[config.mk]
export PLATFORM = sky130hd
export DESIGN_NAME = reg_writeback_queue_flat
export DESIGN_NICKNAME = d
export VERILOG_FILES = /design/src/rtl/reg_writeback_queue_pkg.sv /design/src/rtl/reg_writeback_queue_if.sv /design/src/rtl/wb_fifo.sv /design/src/rtl/reg_writeback_queue.sv /design/src/flat_wrapper.sv
export SDC_FILE = /design/constraint.sdc
export NUM_CORES = 1
export LEC_CHECK = 0
export ABC_CLOCK_PERIOD_IN_PS = 4400
export BUFFER_PORTS_ARGS = -buffer_cell sky130_fd_sc_hd__buf_2
export CAP_MARGIN = 30
export CORE_MARGIN = 3
export CORE_UTILIZATION = 55
export CTS_CLUSTER_SIZE = 24
export DETAILED_ROUTE_END_ITERATION = 8
export GPL_ROUTABILITY_DRIVEN = 1
export PLACE_DENSITY = 0.79
export REMOVE_ABC_BUFFERS = 1
export SLEW_MARGIN = 25
export SYNTH_ARGS = -nofsm -noshare
export SYNTH_HDL_FRONTEND = slang
export SYNTH_SLANG_ARGS = --single-unit
[constraint.sdc]
create_clock -name clock_in -period 4.4 [get_ports clock_in]
set_input_delay 0.44 -clock clock_in [delete_from_list [all_inputs] [get_ports clock_in]]
set_output_delay 0.44 -clock clock_in [all_outputs]
set_load 0.01 [all_outputs]
[src/rtl/reg_writeback_queue_pkg.sv]
// Shared definitions for the register-file write-side front end.
// The architectural widths and the hard-wired zero register are defined here and reused by decode and the register file.
package reg_writeback_queue_pkg;

  localparam int WB_DEPTH  = 4;
  localparam int WB_DATA_W = 32;
  localparam int WB_REG_AW = 5;
  localparam logic [WB_REG_AW-1:0] WB_ZERO_REG = '0;

  // Source of the value loaded into the write port on a given cycle.
  typedef enum logic [1:0] {
    WB_SRC_NONE,
    WB_SRC_ALU,
    WB_SRC_MD
  } wb_src_e;

endpackage

[src/rtl/reg_writeback_queue_if.sv]
// Bundle of result producers, decode scoreboard queries and the register file write port.
interface reg_writeback_queue_if
  import reg_writeback_queue_pkg::*;
#(
  parameter int DATA_W = WB_DATA_W,
  parameter int REG_AW = WB_REG_AW
) ();

  logic              alu_valid;
  logic [REG_AW-1:0] alu_reg;
  logic [DATA_W-1:0] alu_data;
  logic              md_valid;
  logic [REG_AW-1:0] md_reg;
  logic [DATA_W-1:0] md_data;
  logic              md_ready;
  logic [REG_AW-1:0] query_reg1;
  logic [REG_AW-1:0] query_reg2;
  logic              pending1;
  logic              pending2;
  logic              regWrite;
  logic [REG_AW-1:0] writeReg;
  logic [DATA_W-1:0] writeData;

  modport master (
    output alu_valid, alu_reg, alu_data,
    output md_valid, md_reg, md_data,
    output query_reg1, query_reg2,
    input  md_ready, pending1, pending2,
    input  regWrite, writeReg, writeData
  );

  modport slave (
    input  alu_valid, alu_reg, alu_data,
    input  md_valid, md_reg, md_data,
    input  query_reg1, query_reg2,
    output md_ready, pending1, pending2,
    output regWrite, writeReg, writeData
  );

endinterface

[src/rtl/wb_fifo.sv]
// Circular buffer for MUL/DIV results, with a per-entry live bit that a younger write can clear.
// Each entry also reports whether it is a live write to either of the two decode query registers.
module wb_fifo
  import reg_writeback_queue_pkg::*;
#(
  parameter int DEPTH  = WB_DEPTH,
  parameter int DATA_W = WB_DATA_W,
  parameter int REG_AW = WB_REG_AW
) (
  input  logic              i_clk,
  input  logic              i_rst,
  input  logic              i_push,
  input  logic [REG_AW-1:0] i_push_reg,
  input  logic [DATA_W-1:0] i_push_data,
  input  logic              i_pop,
  input  logic              i_kill_en,
  input  logic [REG_AW-1:0] i_kill_reg,
  input  logic [REG_AW-1:0] i_query1,
  input  logic [REG_AW-1:0] i_query2,
  output logic              o_full,
  output logic              o_empty,
  output logic              o_head_live,
  output logic [REG_AW-1:0] o_head_reg,
  output logic [DATA_W-1:0] o_head_data,
  output logic [DEPTH-1:0]  o_match1,
  output logic [DEPTH-1:0]  o_match2
);

  localparam int PW = $clog2(DEPTH);
  localparam int CW = $clog2(DEPTH + 1);

  logic [DEPTH-1:0]  r_live;
  logic [REG_AW-1:0] r_reg  [DEPTH];
  logic [DATA_W-1:0] r_data [DEPTH];
  logic [PW-1:0]     r_rd_ptr;
  logic [PW-1:0]     r_wr_ptr;
  logic [CW-1:0]     r_count;
  logic              w_push_ok;
  logic              w_pop_ok;

  assign o_full      = (r_count == CW'(DEPTH));
  assign o_empty     = (r_count == '0);
  assign w_push_ok   = i_push && !o_full;
  assign w_pop_ok    = i_pop && !o_empty;
  assign o_head_live = r_live[r_rd_ptr];
  assign o_head_reg  = r_reg[r_rd_ptr];
  assign o_head_data = r_data[r_rd_ptr];

  // Free slots keep live=0, so the live bit alone marks an in-flight write.
  always_ff @(posedge i_clk) begin
    if (i_rst) begin
      r_live   <= '0;
      r_rd_ptr <= '0;
      r_wr_ptr <= '0;
      r_count  <= '0;
    end else begin
      for (int unsigned i = 0; i < DEPTH; i++) begin
        if (i_kill_en && (r_reg[i] == i_kill_reg)) begin
          r_live[i] <= 1'b0;
        end
      end
      if (w_pop_ok) begin
        r_live[r_rd_ptr] <= 1'b0;
        r_rd_ptr         <= r_rd_ptr + PW'(1);
      end
      if (w_push_ok) begin
        r_live[r_wr_ptr] <= !(i_kill_en && (i_kill_reg == i_push_reg));
        r_wr_ptr         <= r_wr_ptr + PW'(1);
      end
      case ({w_push_ok, w_pop_ok})
        2'b10:   r_count <= r_count + CW'(1);
        2'b01:   r_count <= r_count - CW'(1);
        default: r_count <= r_count;
      endcase
    end
  end

  always_ff @(posedge i_clk) begin
    if (w_push_ok) begin
      r_reg[r_wr_ptr]  <= i_push_reg;
      r_data[r_wr_ptr] <= i_push_data;
    end
  end

  always_comb begin
    o_match1 = '0;
    o_match2 = '0;
    for (int unsigned i = 0; i < DEPTH; i++) begin
      o_match1[i] = r_live[i] && (r_reg[i] == i_query1);
      o_match2[i] = r_live[i] && (r_reg[i] == i_query2);
    end
  end

endmodule

[src/rtl/reg_writeback_queue.sv]
// Write-side front end of the register file: arbitrates ALU and queued MUL/DIV results onto one
// registered write port and reports in-flight writes to decode.
module reg_writeback_queue
  import reg_writeback_queue_pkg::*;
#(
  parameter int DEPTH  = WB_DEPTH,
  parameter int DATA_W = WB_DATA_W,
  parameter int REG_AW = WB_REG_AW
) (
  input logic               clock_in,
  input logic               reset,
  reg_writeback_queue_if.slave bus
);

  localparam logic [REG_AW-1:0] ZERO = REG_AW'(WB_ZERO_REG);

  logic              w_alu_win;
  logic              w_md_ready;
  logic              w_push;
  logic              w_pop;
  logic              w_full;
  logic              w_empty;
  logic              w_head_live;
  logic [REG_AW-1:0] w_head_reg;
  logic [DATA_W-1:0] w_head_data;
  logic [DEPTH-1:0]  w_match1;
  logic [DEPTH-1:0]  w_match2;
  wb_src_e           w_src;

  logic              r_regWrite;
  logic [REG_AW-1:0] r_writeReg;
  logic [DATA_W-1:0] r_writeData;

  assign w_alu_win  = bus.alu_valid && (bus.alu_reg != ZERO);
  assign w_md_ready = !reset && !w_full;
  // A push to the zero register completes its handshake but is never stored.
  assign w_push     = bus.md_valid && w_md_ready && (bus.md_reg != ZERO);
  assign w_pop      = !reset && !w_alu_win && !w_empty;

  wb_fifo #(
    .DEPTH  (DEPTH),
    .DATA_W (DATA_W),
    .REG_AW (REG_AW)
  ) u_fifo (
    .i_clk       (clock_in),
    .i_rst       (reset),
    .i_push      (w_push),
    .i_push_reg  (bus.md_reg),
    .i_push_data (bus.md_data),
    .i_pop       (w_pop),
    .i_kill_en   (w_alu_win),
    .i_kill_reg  (bus.alu_reg),
    .i_query1    (bus.query_reg1),
    .i_query2    (bus.query_reg2),
    .o_full      (w_full),
    .o_empty     (w_empty),
    .o_head_live (w_head_live),
    .o_head_reg  (w_head_reg),
    .o_head_data (w_head_data),
    .o_match1    (w_match1),
    .o_match2    (w_match2)
  );

  always_comb begin
    w_src = WB_SRC_NONE;
    if (w_alu_win) begin
      w_src = WB_SRC_ALU;
    end else if (w_pop) begin
      w_src = WB_SRC_MD;
    end
  end

  // A killed head is still popped, but leaves regWrite low.
  always_ff @(posedge clock_in) begin
    if (reset) begin
      r_regWrite  <= 1'b0;
      r_writeReg  <= '0;
      r_writeData <= '0;
    end else begin
      case (w_src)
        WB_SRC_ALU: begin
          r_regWrite  <= 1'b1;
          r_writeReg  <= bus.alu_reg;
          r_writeData <= bus.alu_data;
        end
        WB_SRC_MD: begin
          r_regWrite  <= w_head_live && (w_head_reg != ZERO);
          r_writeReg  <= w_head_reg;
          r_writeData <= w_head_data;
        end
        default: r_regWrite <= 1'b0;
      endcase
    end
  end

  assign bus.md_ready  = w_md_ready;
  assign bus.regWrite  = r_regWrite;
  assign bus.writeReg  = r_writeReg;
  assign bus.writeData = r_writeData;
  assign bus.pending1  = !reset && (bus.query_reg1 != ZERO) &&
                         ((|w_match1) || (r_regWrite && (r_writeReg == bus.query_reg1)));
  assign bus.pending2  = !reset && (bus.query_reg2 != ZERO) &&
                         ((|w_match2) || (r_regWrite && (r_writeReg == bus.query_reg2)));

endmodule
[src/flat_wrapper.sv]
// flat-port wrapper written by rule: the top's interface ports become plain ports
module reg_writeback_queue_flat import reg_writeback_queue_pkg::*;
#(
  parameter int DEPTH  = WB_DEPTH,
  parameter int DATA_W = WB_DATA_W,
  parameter int REG_AW = WB_REG_AW
)
  (clock_in, reset, bus_alu_valid, bus_alu_reg, bus_alu_data, bus_md_valid, bus_md_reg, bus_md_data, bus_query_reg1, bus_query_reg2, bus_md_ready, bus_pending1, bus_pending2, bus_regWrite, bus_writeReg, bus_writeData);
  reg_writeback_queue_if #(.DATA_W(DATA_W), .REG_AW(REG_AW)) bus_i ();
  input logic clock_in;
  input logic reset;
  input wire logic [$bits(bus_i.alu_valid)-1:0] bus_alu_valid;
  input wire logic [$bits(bus_i.alu_reg)-1:0] bus_alu_reg;
  input wire logic [$bits(bus_i.alu_data)-1:0] bus_alu_data;
  input wire logic [$bits(bus_i.md_valid)-1:0] bus_md_valid;
  input wire logic [$bits(bus_i.md_reg)-1:0] bus_md_reg;
  input wire logic [$bits(bus_i.md_data)-1:0] bus_md_data;
  input wire logic [$bits(bus_i.query_reg1)-1:0] bus_query_reg1;
  input wire logic [$bits(bus_i.query_reg2)-1:0] bus_query_reg2;
  output wire logic [$bits(bus_i.md_ready)-1:0] bus_md_ready;
  output wire logic [$bits(bus_i.pending1)-1:0] bus_pending1;
  output wire logic [$bits(bus_i.pending2)-1:0] bus_pending2;
  output wire logic [$bits(bus_i.regWrite)-1:0] bus_regWrite;
  output wire logic [$bits(bus_i.writeReg)-1:0] bus_writeReg;
  output wire logic [$bits(bus_i.writeData)-1:0] bus_writeData;
  assign bus_i.alu_valid = bus_alu_valid;
  assign bus_i.alu_reg = bus_alu_reg;
  assign bus_i.alu_data = bus_alu_data;
  assign bus_i.md_valid = bus_md_valid;
  assign bus_i.md_reg = bus_md_reg;
  assign bus_i.md_data = bus_md_data;
  assign bus_i.query_reg1 = bus_query_reg1;
  assign bus_i.query_reg2 = bus_query_reg2;
  assign bus_md_ready = bus_i.md_ready;
  assign bus_pending1 = bus_i.pending1;
  assign bus_pending2 = bus_i.pending2;
  assign bus_regWrite = bus_i.regWrite;
  assign bus_writeReg = bus_i.writeReg;
  assign bus_writeData = bus_i.writeData;
  reg_writeback_queue #(.DEPTH(DEPTH), .DATA_W(DATA_W), .REG_AW(REG_AW)) u_core (.clock_in(clock_in), .reset(reset), .bus(bus_i));
endmodule
==> Yosys cells after proc, flatten, opt, wreduce, memory -nomap -nowiden <==
Memories as Yosys holds them, arrays and structs flattened. A register that Yosys moved wholly into a read port is not among the register bits.
Cells that the tools add are included.
{ "op_classes": {"add_sub_neg": 4, "eq_ne": 20, "n_lt_le_gt_ge": 4, "mux": 30, "reduce_logical": 47, "n_bitwise": 2} }
{ "ops": {"columns": ["operator", "count"], "rows": [
  ["== test 5 bit", 15],
  ["case mux 32 bit (2 select lines)", 1],
  ["logical AND 1 bit", 30],
  ["nonzero test 5 bit", 5],
  ["2-to-1 mux 1 bit", 13],
  ["2-to-1 mux 2 bit", 6],
  ["2-to-1 mux 4 bit", 3],
  ["case mux 5 bit (2 select lines)", 1],
  ["OR reduction 4 bit", 2],
  ["< comparator 2 x 3 -> 1 bit, second input constant", 2],
  ["case mux 3 bit (2 select lines)", 1],
  ["zero test 1 bit", 5],
  ["adder 2 x 1 -> 2 bit, second input constant", 2],
  ["AND 4 bit", 1],
  ["bitwise mux 4 bit", 1],
  ["demux 1 bit (select 2 bit)", 2],
  ["== test 2 x 1 -> 1 bit, second input constant", 2],
  ["== test 2 bit, second input constant", 2],
  ["greater-or-equal comparator 2 x 1 -> 1 bit, second input constant", 2],
  ["NOT 4 bit", 1],
  ["nonzero test 2 bit", 2],
  ["adder 3 x 1 -> 3 bit, second input constant", 1],
  ["== test 3 bit, second input constant", 1],
  ["zero test 3 bit", 1],
  ["other kinds (4)", 5]
]} }
{ "word_totals": {"out_inout_bits": 41, "mem_bits_rw": 148, "register_bits": 49, "wordCells": 116, "memories": 2} }
{ "mem_list": {"columns": ["name", "words", "width", "rd", "rd_ports_with_merged_regs", "wr", "line", "source"], "rows": [
  ["u_core.u_fifo.r_data", 4, 32, 1, 1, 1, "wb_fifo.sv:34", "logic [DATA_W-1:0] r_data [DEPTH];"],
  ["u_core.u_fifo.r_reg", 4, 5, 5, 1, 1, "wb_fifo.sv:33", "logic [REG_AW-1:0] r_reg [DEPTH];"]
]} }

==> Longest topological paths before layout <==
Gate-level depths: netlist of run 1.
{ "depth": {"word_depth": 10, "depth_mapped": 11} }

==> By module <==
From an unflattened synthesis of run 1, not the netlist that was laid out.
{ "hier_totals": {"cells_unflattened": 579, "hier_area_um2": 8884.8} }
{ "modules_own_cells": {"columns": ["module", "seq_area_each_um2", "area_per_inst_um2", "n_inst", "cells_each"], "rows": [
  ["wb_fifo", 4704.5, 6830.3, 1, 370],
  ["reg_writeback_queue", 760.7, 2054.5, 1, 209]
]} }

==> Least setup slack after synthesis of run 1 <==
OpenSTA, ideal clock, no wires.
{ "synth_path": {"path_type": "input-to-reg", "start": "input port bus_alu_reg[4]", "end": "register u_core.u_fifo.r_count[2]", "n_path_buf": 2, "path_slack_ns": 1.603, "arrival_time_ns": 2.727, "stages": 11, "path_cell_list": "buf_4 > or4_1 > o21ai_2 > and2_1 > buf_2 > ha_1 > inv_1 > fa_1 > xor2_1 > or3_1 > a21oi_1"} }
{ "synth_between": {"elab_chain_len": 8, "elab_cells_between_ends": 10, "classes_between": "eq/ne: 2; mux: 1; reduce/logical: 7"} }
{ "synth_rtl": {"columns": ["item", "line", "source"], "rows": [
  ["start: declaration", "flat_wrapper.sv:13", "input wire logic [$bits(bus_i.alu_reg)-1:0] bus_alu_reg;"],
  ["nonzero test 5 bit *", "reg_writeback_queue.sv:34", "assign w_alu_win = bus.alu_valid && (bus.alu_reg != ZERO);"],
  ["logical AND 1 bit *", "reg_writeback_queue.sv:34", null],
  ["zero test 1 bit *", "reg_writeback_queue.sv:38", "assign w_pop = !reset && !w_alu_win && !w_empty;"],
  ["logical AND 1 bit * (2 in a row)", "reg_writeback_queue.sv:38", null],
  ["logical AND 1 bit *", "wb_fifo.sv:44", "assign w_pop_ok = i_pop && !o_empty;"],
  ["== test 2 x 1 -> 1 bit / == test 2 bit (equally long branches)", "wb_fifo.sv:70", "case ({w_push_ok, w_pop_ok})"],
  ["case mux 3 bit (2 select lines) / nonzero test 2 bit (equally long branches)", null, null],
  ["end signal: assignment", "wb_fifo.sv:71", "2'b10: r_count <= r_count + CW'(1);"],
  ["end signal: assignment", "wb_fifo.sv:72", "2'b01: r_count <= r_count - CW'(1);"],
  ["end signal: assignment", "wb_fifo.sv:73", "default: r_count <= r_count;"],
  ["end: declaration", "wb_fifo.sv:37", "logic [CW-1:0] r_count;"]
]} }
Mark *: on every way between the ends. The rest lies on a longest branch, timed or not.
A chain may end at the register's enable or synchronous reset.

==> Worst setup path after layout of run 1 <==
{ "layout_path": {"start": "input port bus_alu_reg[3]", "end": "register u_core.u_fifo.r_count[2]"} }
Same word-level chain as after synthesis.

==> results.toml, run 1 <==
[timing]
drv_slew = 0
fin_crit_ns = 2.63
fmax_mhz = 380
relSlewSlack = 0.348
setup_viol = 0
grt_setup_unrepaired = "false"
worstMarginPinSlew_ns = 0.970
final_hold_viol_count = 0
min_period_over_period = 0.598
fin_tns_setup_ns = 0
skew_ns = 0.00628

[worst_setup_path]
path_cells = "buf_2 -> or4_1 -> o21ai_4 -> and2_1 -> ha_1 -> inv_1 -> fa_1 -> xor2_1 -> or3_1 -> a21oi_1"
crit_arrival_ns = 2.99
cp_slowest_cell = "or4_1"
required_ns = 4.76
endpoint_kind = "flop"
cpPeakStageDelay_ns = 0.58
path_max_fanout = 7
start_kind = "input pin"
critical_path_class = "in -> reg"

[die]
num_rows = 45
core-area_um2 = 15300
die-area_um2 = 17300
start_util = 0.568
die_x_um = 132
ios = 129
fp.dieH_um = 132

[place]
io_buffers = 128
hpwl_um = 12200
gp_congestion = 0.942

[logic_synthesis]
seq_area_frac_synth = 0.629
yosys-top-cells-area = "edfxtp_1 (51%), dfxtp_1 (12%), mux4_2 (9.8%)"
ys_ff_latch = 199
ys_async_sr_fraction = 0
synth_area_per_cell_um2 = 15.0
synthTopCellsByCount = "edfxtp_1 (148), xor2_1 (53), dfxtp_1 (51)"
synth_area_um2 = 8690
synth_top_area_frac = 0.511
syn_inst = 578
synth_most_common_cell = "edfxtp_1"
synth-edff-count = 148
synth_area_leader_cell = "edfxtp_1"
ys.flop_type = "edfxtp_1"
yosysUniqueCellTypes = 41
yosys_warnings = 0

[clock_tree]
ctsResizeCount = 0
cts_root_buf = "clkbuf_16"
holdBufCountCts = 0
cts_buffer_depth = 2
clk_latency_ns = 0.44
cts_setup_buffers = 0
path_clk_slew_ns = 0.07
h-tree-depth = 4
numCtsBuffers = 17
tritoncts = "built"
cts_sinks = 199

[routing]
vias = 5248
drt_iter0_drc = 366
routed_wl_um = 18700
ant_nets = 0
drc = 0
vias_per_cell = 5.76
firstDrtPassIters = 6
wire_per_inst_um = 20.5

[grt]
antenna_found_initial = 0
grt_pass1_vias = 5457
met1_usage = 0.285
grt_busiest_layer = "met2"
grt_start_max_net_pins = 84
grt_use_met3 = 0.0456
overflow = 0
grt_pass1_wl_um = 29600
grtUsageTotal = 0.220
grt_util_met2 = 0.372

[pwr]
fin_total_pwr_mw = 4.23
p_int_mw = 3.21
power.leakage_nw = 3.57
p_seq_frac = 0.505
switchingPower_mw = 1.02
switching_share = 0.241
powerDensity_nw_per_um2 = 420
peakVddDrop_uv = 373
p_clk_frac = 0.384
combPwrFrac = 0.112

[layout]
area_growth_pct = 15.9
multi_input_area_um2 = 2970
largest_register_ffs = 128
seq_area_um2 = 5470
nets = 785
fillers = 1075
num_antenna_cells = 0
drive_above_1_share = 0.304

[flow_run]
max_cap_viol_count = 0

[outcome]
status = "finished clean"

[hold_path]
holdCritPathClass = "in -> reg"
-- power groups by stage --
stage | combinational (mW) | clock, mW | sequential (mW)
final | 0.472 | 1.63 | 2.14
after global routing | 0.516 | 1.72 | 2.14
after CTS | 0.474 | 1.65 | 2.14
after detailed placement | 0.470 | 0 | 2.18
after global placement | 0.456 | 0 | 2.17
after floorplan | 0.264 | 0 | 2.19
-- final cells by class --
type | instances | share of cell area
clock buffers | 17 | 0.0422
clock inverters | 15 | 0.0189
inverters | 13 | 0.00484
multi-input cells | 322 | 0.295
flip-flops and latches | 199 | 0.543
well taps | 211 | 0.0262
repair buffers | 134 | 0.0705
-- layout by cell type, fill, tap and decap left out, types with 2 or more instances in the layout --
| cell type | instances |
|---|---|
| a211oi_1 | 32 |
| a21oi_1 | 3 |
| a311oi_1 | 4 |
| a31oi_1 | 6 |
| and3_1 | 8 |
| buf_12 | 2 |
| buf_2 | 128 |
| buf_4 | 4 |
| bufinv_16 | 3 |
| clkbuf_16 | 17 |
| clkinv_4 | 2 |
| dfxtp_1 | 49 |
| dfxtp_2 | 2 |
| edfxtp_1 | 148 |
| ha_1 | 9 |
| inv_1 | 9 |
| inv_2 | 4 |
| inv_6 | 5 |
| inv_8 | 2 |
| mux2i_1 | 32 |
| mux4_2 | 38 |
| nand2_1 | 9 |
| nand3_1 | 6 |
| nand3b_1 | 4 |
| nor2_1 | 47 |
| nor3_1 | 2 |
| nor4_1 | 15 |
| o21ai_0 | 5 |
| o21bai_1 | 2 |
| o32ai_1 | 4 |
| or4_1 | 4 |
| xnor2_1 | 26 |
| xor2_1 | 53 |
-- cells by family after synthesis --
logic type      after synthesis  share of synthesized area
flops                       199                      0.629
simple gates                 99                     0.0550
xor+xnor                     79                     0.0796
mux                          71                      0.137
compound gates               63                     0.0533
buf+inv                      57                     0.0315
fa+ha+maj                    10                     0.0153
-- per-stage QoR --
stage | std cells | hold WS, ns | setup slack [ns] | util | instance area (µm²)
floorplan | 534 | 0.460 | 0.0265 | - | 8470
global placement | 877 | 0.483 | 1.50 | 0.615 | 9420
detailed placement | 877 | 0.520 | 1.43 | 0.615 | 9420
CTS | 909 | 0.199 | 1.79 | 0.655 | 10000
global route | 911 | 0.203 | 1.58 | 0.658 | 10100
finish | 911 | 0.216 | 1.77 | 0.658 | 10100
-- worst max-delay path: cells and delay by family --
family                     cells  cell delay (ns)
and+or+nand+nor                3             1.14
xor gates and xnor gates       1             0.18
AOI/OAI and AO/OA              2             0.32
buffers and inverters          2             0.24
adders and majority gates      2             0.68
-- routing by layer --
layer  wire, µm  part of all wire
met1       7700              0.41
met3       1130             0.060
met2       9460              0.51
met5          0                 0
met4        403             0.022
-- path summary, 6_finish.rpt --
path                                              start                               endpoint  slack [ns]  cells after the start
hold reg to reg   u_core.u_fifo.r_count[2]$_SDFFE_PP0P_  u_core.u_fifo.r_count[2]$_SDFFE_PP0P_        0.54                      2
hold / removal                          bus_md_data[18]  u_core.u_fifo.r_data[0][18]$_DFFE_PP_        0.22                      1
setup / recovery                         bus_alu_reg[3]  u_core.u_fifo.r_count[2]$_SDFFE_PP0P_        1.77                     10
setup reg to reg  u_core.u_fifo.r_count[0]$_SDFFE_PP0P_  u_core.u_fifo.r_count[2]$_SDFFE_PP0P_        1.79                      9
(Power assumes the default switching activity.)
==> inputs of run 2 (changes only) <==
--- a/config.mk
+++ b/config.mk
@@ -5,15 +5,15 @@
 export SDC_FILE = /design/constraint.sdc
 export NUM_CORES = 1
 export LEC_CHECK = 0
-export ABC_CLOCK_PERIOD_IN_PS = 4400
+export ABC_CLOCK_PERIOD_IN_PS = 2100
 export BUFFER_PORTS_ARGS = -buffer_cell sky130_fd_sc_hd__buf_2
 export CAP_MARGIN = 30
 export CORE_MARGIN = 3
-export CORE_UTILIZATION = 55
+export CORE_UTILIZATION = 51
 export CTS_CLUSTER_SIZE = 24
 export DETAILED_ROUTE_END_ITERATION = 8
 export GPL_ROUTABILITY_DRIVEN = 1
-export PLACE_DENSITY = 0.79
+export PLACE_DENSITY = 0.77
 export REMOVE_ABC_BUFFERS = 1
 export SLEW_MARGIN = 25
 export SYNTH_ARGS = -nofsm -noshare
==> constraint.sdc (replaced) <==
create_clock -name clock_in -period 2.1 [get_ports clock_in]
set_input_delay 0.21 -clock clock_in [delete_from_list [all_inputs] [get_ports clock_in]]
set_output_delay 0.21 -clock clock_in [all_outputs]
set_load 0.01 [all_outputs]
==> results.toml, run 2 (synthesis gave the netlist of run 1 again) <==
[die]
num_rows = 47
ios = 129
die-area_um2 = 18600
core-area_um2 = 16600
start_util = 0.522
die_x_um = 137
fp.dieH_um = 137

[layout]
area_growth_pct = 26.4
nets = 871
final_common_cell = "edfxtp_1"
final_area_um2 = 11000
fin_cells = 1006
num_antenna_cells = 0
largest_register_ffs = 128
final_cell_mix = "edfxtp_1 (148), buf_2 (128), xor2_1 (52), nor2_1 (47)"
drive_above_1_share = 0.364

[worst_setup_path]
cp_slowest_cell = "edfxtp_1"
crit_arrival_ns = 2.06
start_kind = "flop"
endpoint_kind = "primary output"
cpPeakStageDelay_ns = 0.45
critical_path_class = "reg -> out"
path_cells = "xor2_1 -> nor4_2 -> and3_1 -> a31oi_1 -> a31oi_1 -> buf_2"
required_ns = 1.89
crit_top_cell = "a31oi_1"
path_max_fanout = 2

[timing]
grt_setup_unrepaired = "true"
worstMarginPinSlew_ns = 0.622
setup_viol = 3
relSlewSlack = 0.585
skew_ns = 0.0118
fmax_mhz = 440
holdWs_ns = 0.00864
fin_crit_ns = 2.27
drv_slew = 0
final_hold_viol_count = 0
min_period_over_period = 1.08
final.setup.worst_slack_ns = -0.174

[place]
gp_congestion = 0.911
dp_cells = 931
io_buffers = 128
placed_cell_area_um2 = 9860
hpwl_um = 13500

[pwr]
switching_share = 0.242
combPwrFrac = 0.134
switchingPower_mw = 2.16
p_clk_frac = 0.367
fin_total_pwr_mw = 8.94
p_int_mw = 6.78
peakVddDrop_uv = 606
power.leakage_nw = 4.01
p_seq_frac = 0.500
powerDensity_nw_per_um2 = 814

[clock_tree]
path_clk_slew_ns = 0.07
numCtsBuffers = 17
h-tree-depth = 4
cts_sinks = 199
cts_root_buf = "clkbuf_16"
cts_buffer_depth = 2
clk_latency_ns = 0.43
tritoncts = "built"

[hold_path]
holdCritPathClass = "in -> reg"

[routing]
vias_per_cell = 5.53
drt_iter0_drc = 339
drc = 0
firstDrtPassIters = 6
ant_nets = 0
vias = 5567
routed_wl_um = 20600
wire_per_inst_um = 20.5

[grt]
grtUsageTotal = 0.227
overflow = 0
antenna_found_initial = 0
grt_pass1_vias = 5848
grt_pass1_wl_um = 31900
grt_start_max_net_pins = 84

[outcome]
violations = "setup timing"
status = "complete, but fails checks"

[flow_run]
max_cap_viol_count = 0
## run 2: worst max-delay path: cells and delay by family, from the launching register on
kind	cells	cell delay (ns)
flops	1	0.45
simple gates	2	0.60
buf+inv	1	0.16
compound gates	2	0.22
xor+xnor	1	0.20
## run 2: worst paths after layout
kind                                                             from  depth (start not counted)  slack, ns                               endpoint
worst max-delay path              u_core.u_fifo.r_reg[1][3]$_DFFE_PP_                          6      -0.17                           bus_pending1
worst min-delay path                                  bus_md_data[24]                          1      0.009  u_core.u_fifo.r_data[2][24]$_DFFE_PP_
worst max register to register  u_core.u_fifo.r_count[1]$_SDFFE_PP0P_                         11      -0.02  u_core.u_fifo.r_count[2]$_SDFFE_PP0P_
worst min register to register  u_core.bus.writeData[26]$_SDFFE_PP0P_                          2       0.55  u_core.bus.writeData[26]$_SDFFE_PP0P_
## run 2: metrics by stage
stage	setup TNS, ns	util	setup WS (ns)
after global placement	-1.64	0.592	-0.429
after detailed placement	-3.92	0.592	-0.526
after floorplan	-90.71	-	-2.27
final	-0.266	0.660	-0.174
after global routing	-0.562	0.660	-0.236
after CTS	-0.247	0.653	-0.112
## run 2: final cells by class
| cell class | count | area [µm²] |
|---|---|---|
| fill | 1170 | 5660 |
| sequential | 199 | 5470 |
| multi-input combinational | 322 | 3050 |
| timing repair buffer | 220 | 1530 |
| clock buffer | 18 | 439 |
| tap | 220 | 275 |
| clock inverter | 14 | 166 |
| inverter | 13 | 48.8 |
## run 2: what timing repair did
| item | CTS | global route |
|---|---|---|
| pin swaps | 9 | 10 |
| buffers inserted | 6 | 8 |
| hold buffers | 29 | 1 |
| hold endpoints to repair | 114 | 3 |
| endpoints found under the setup margin | 5 | 9 |
| gates resized for setup | 15 | 14 |
## run 2: layer usage
metal / GRT usage / vias up / routed length (µm)
met5: 0 / - / 0
met4: 0.0622 / 0 / 413
met3: 0.0474 / 30 / 1100
met2: 0.388 / 214 / 10600
met1: 0.295 / 2750 / 8510
li1: - / 2573 / -
## run 2: power groups by stage
stage | Combinational [mW] | Sequential [mW] | Clock [mW]
final | 1.19 | 4.47 | 3.28
after floorplan | 0.554 | 4.60 | 0
after detailed placement | 1.10 | 4.55 | 0
after CTS | 1.17 | 4.47 | 3.33
after global routing | 1.30 | 4.48 | 3.48
after global placement | 1.07 | 4.54 | 0
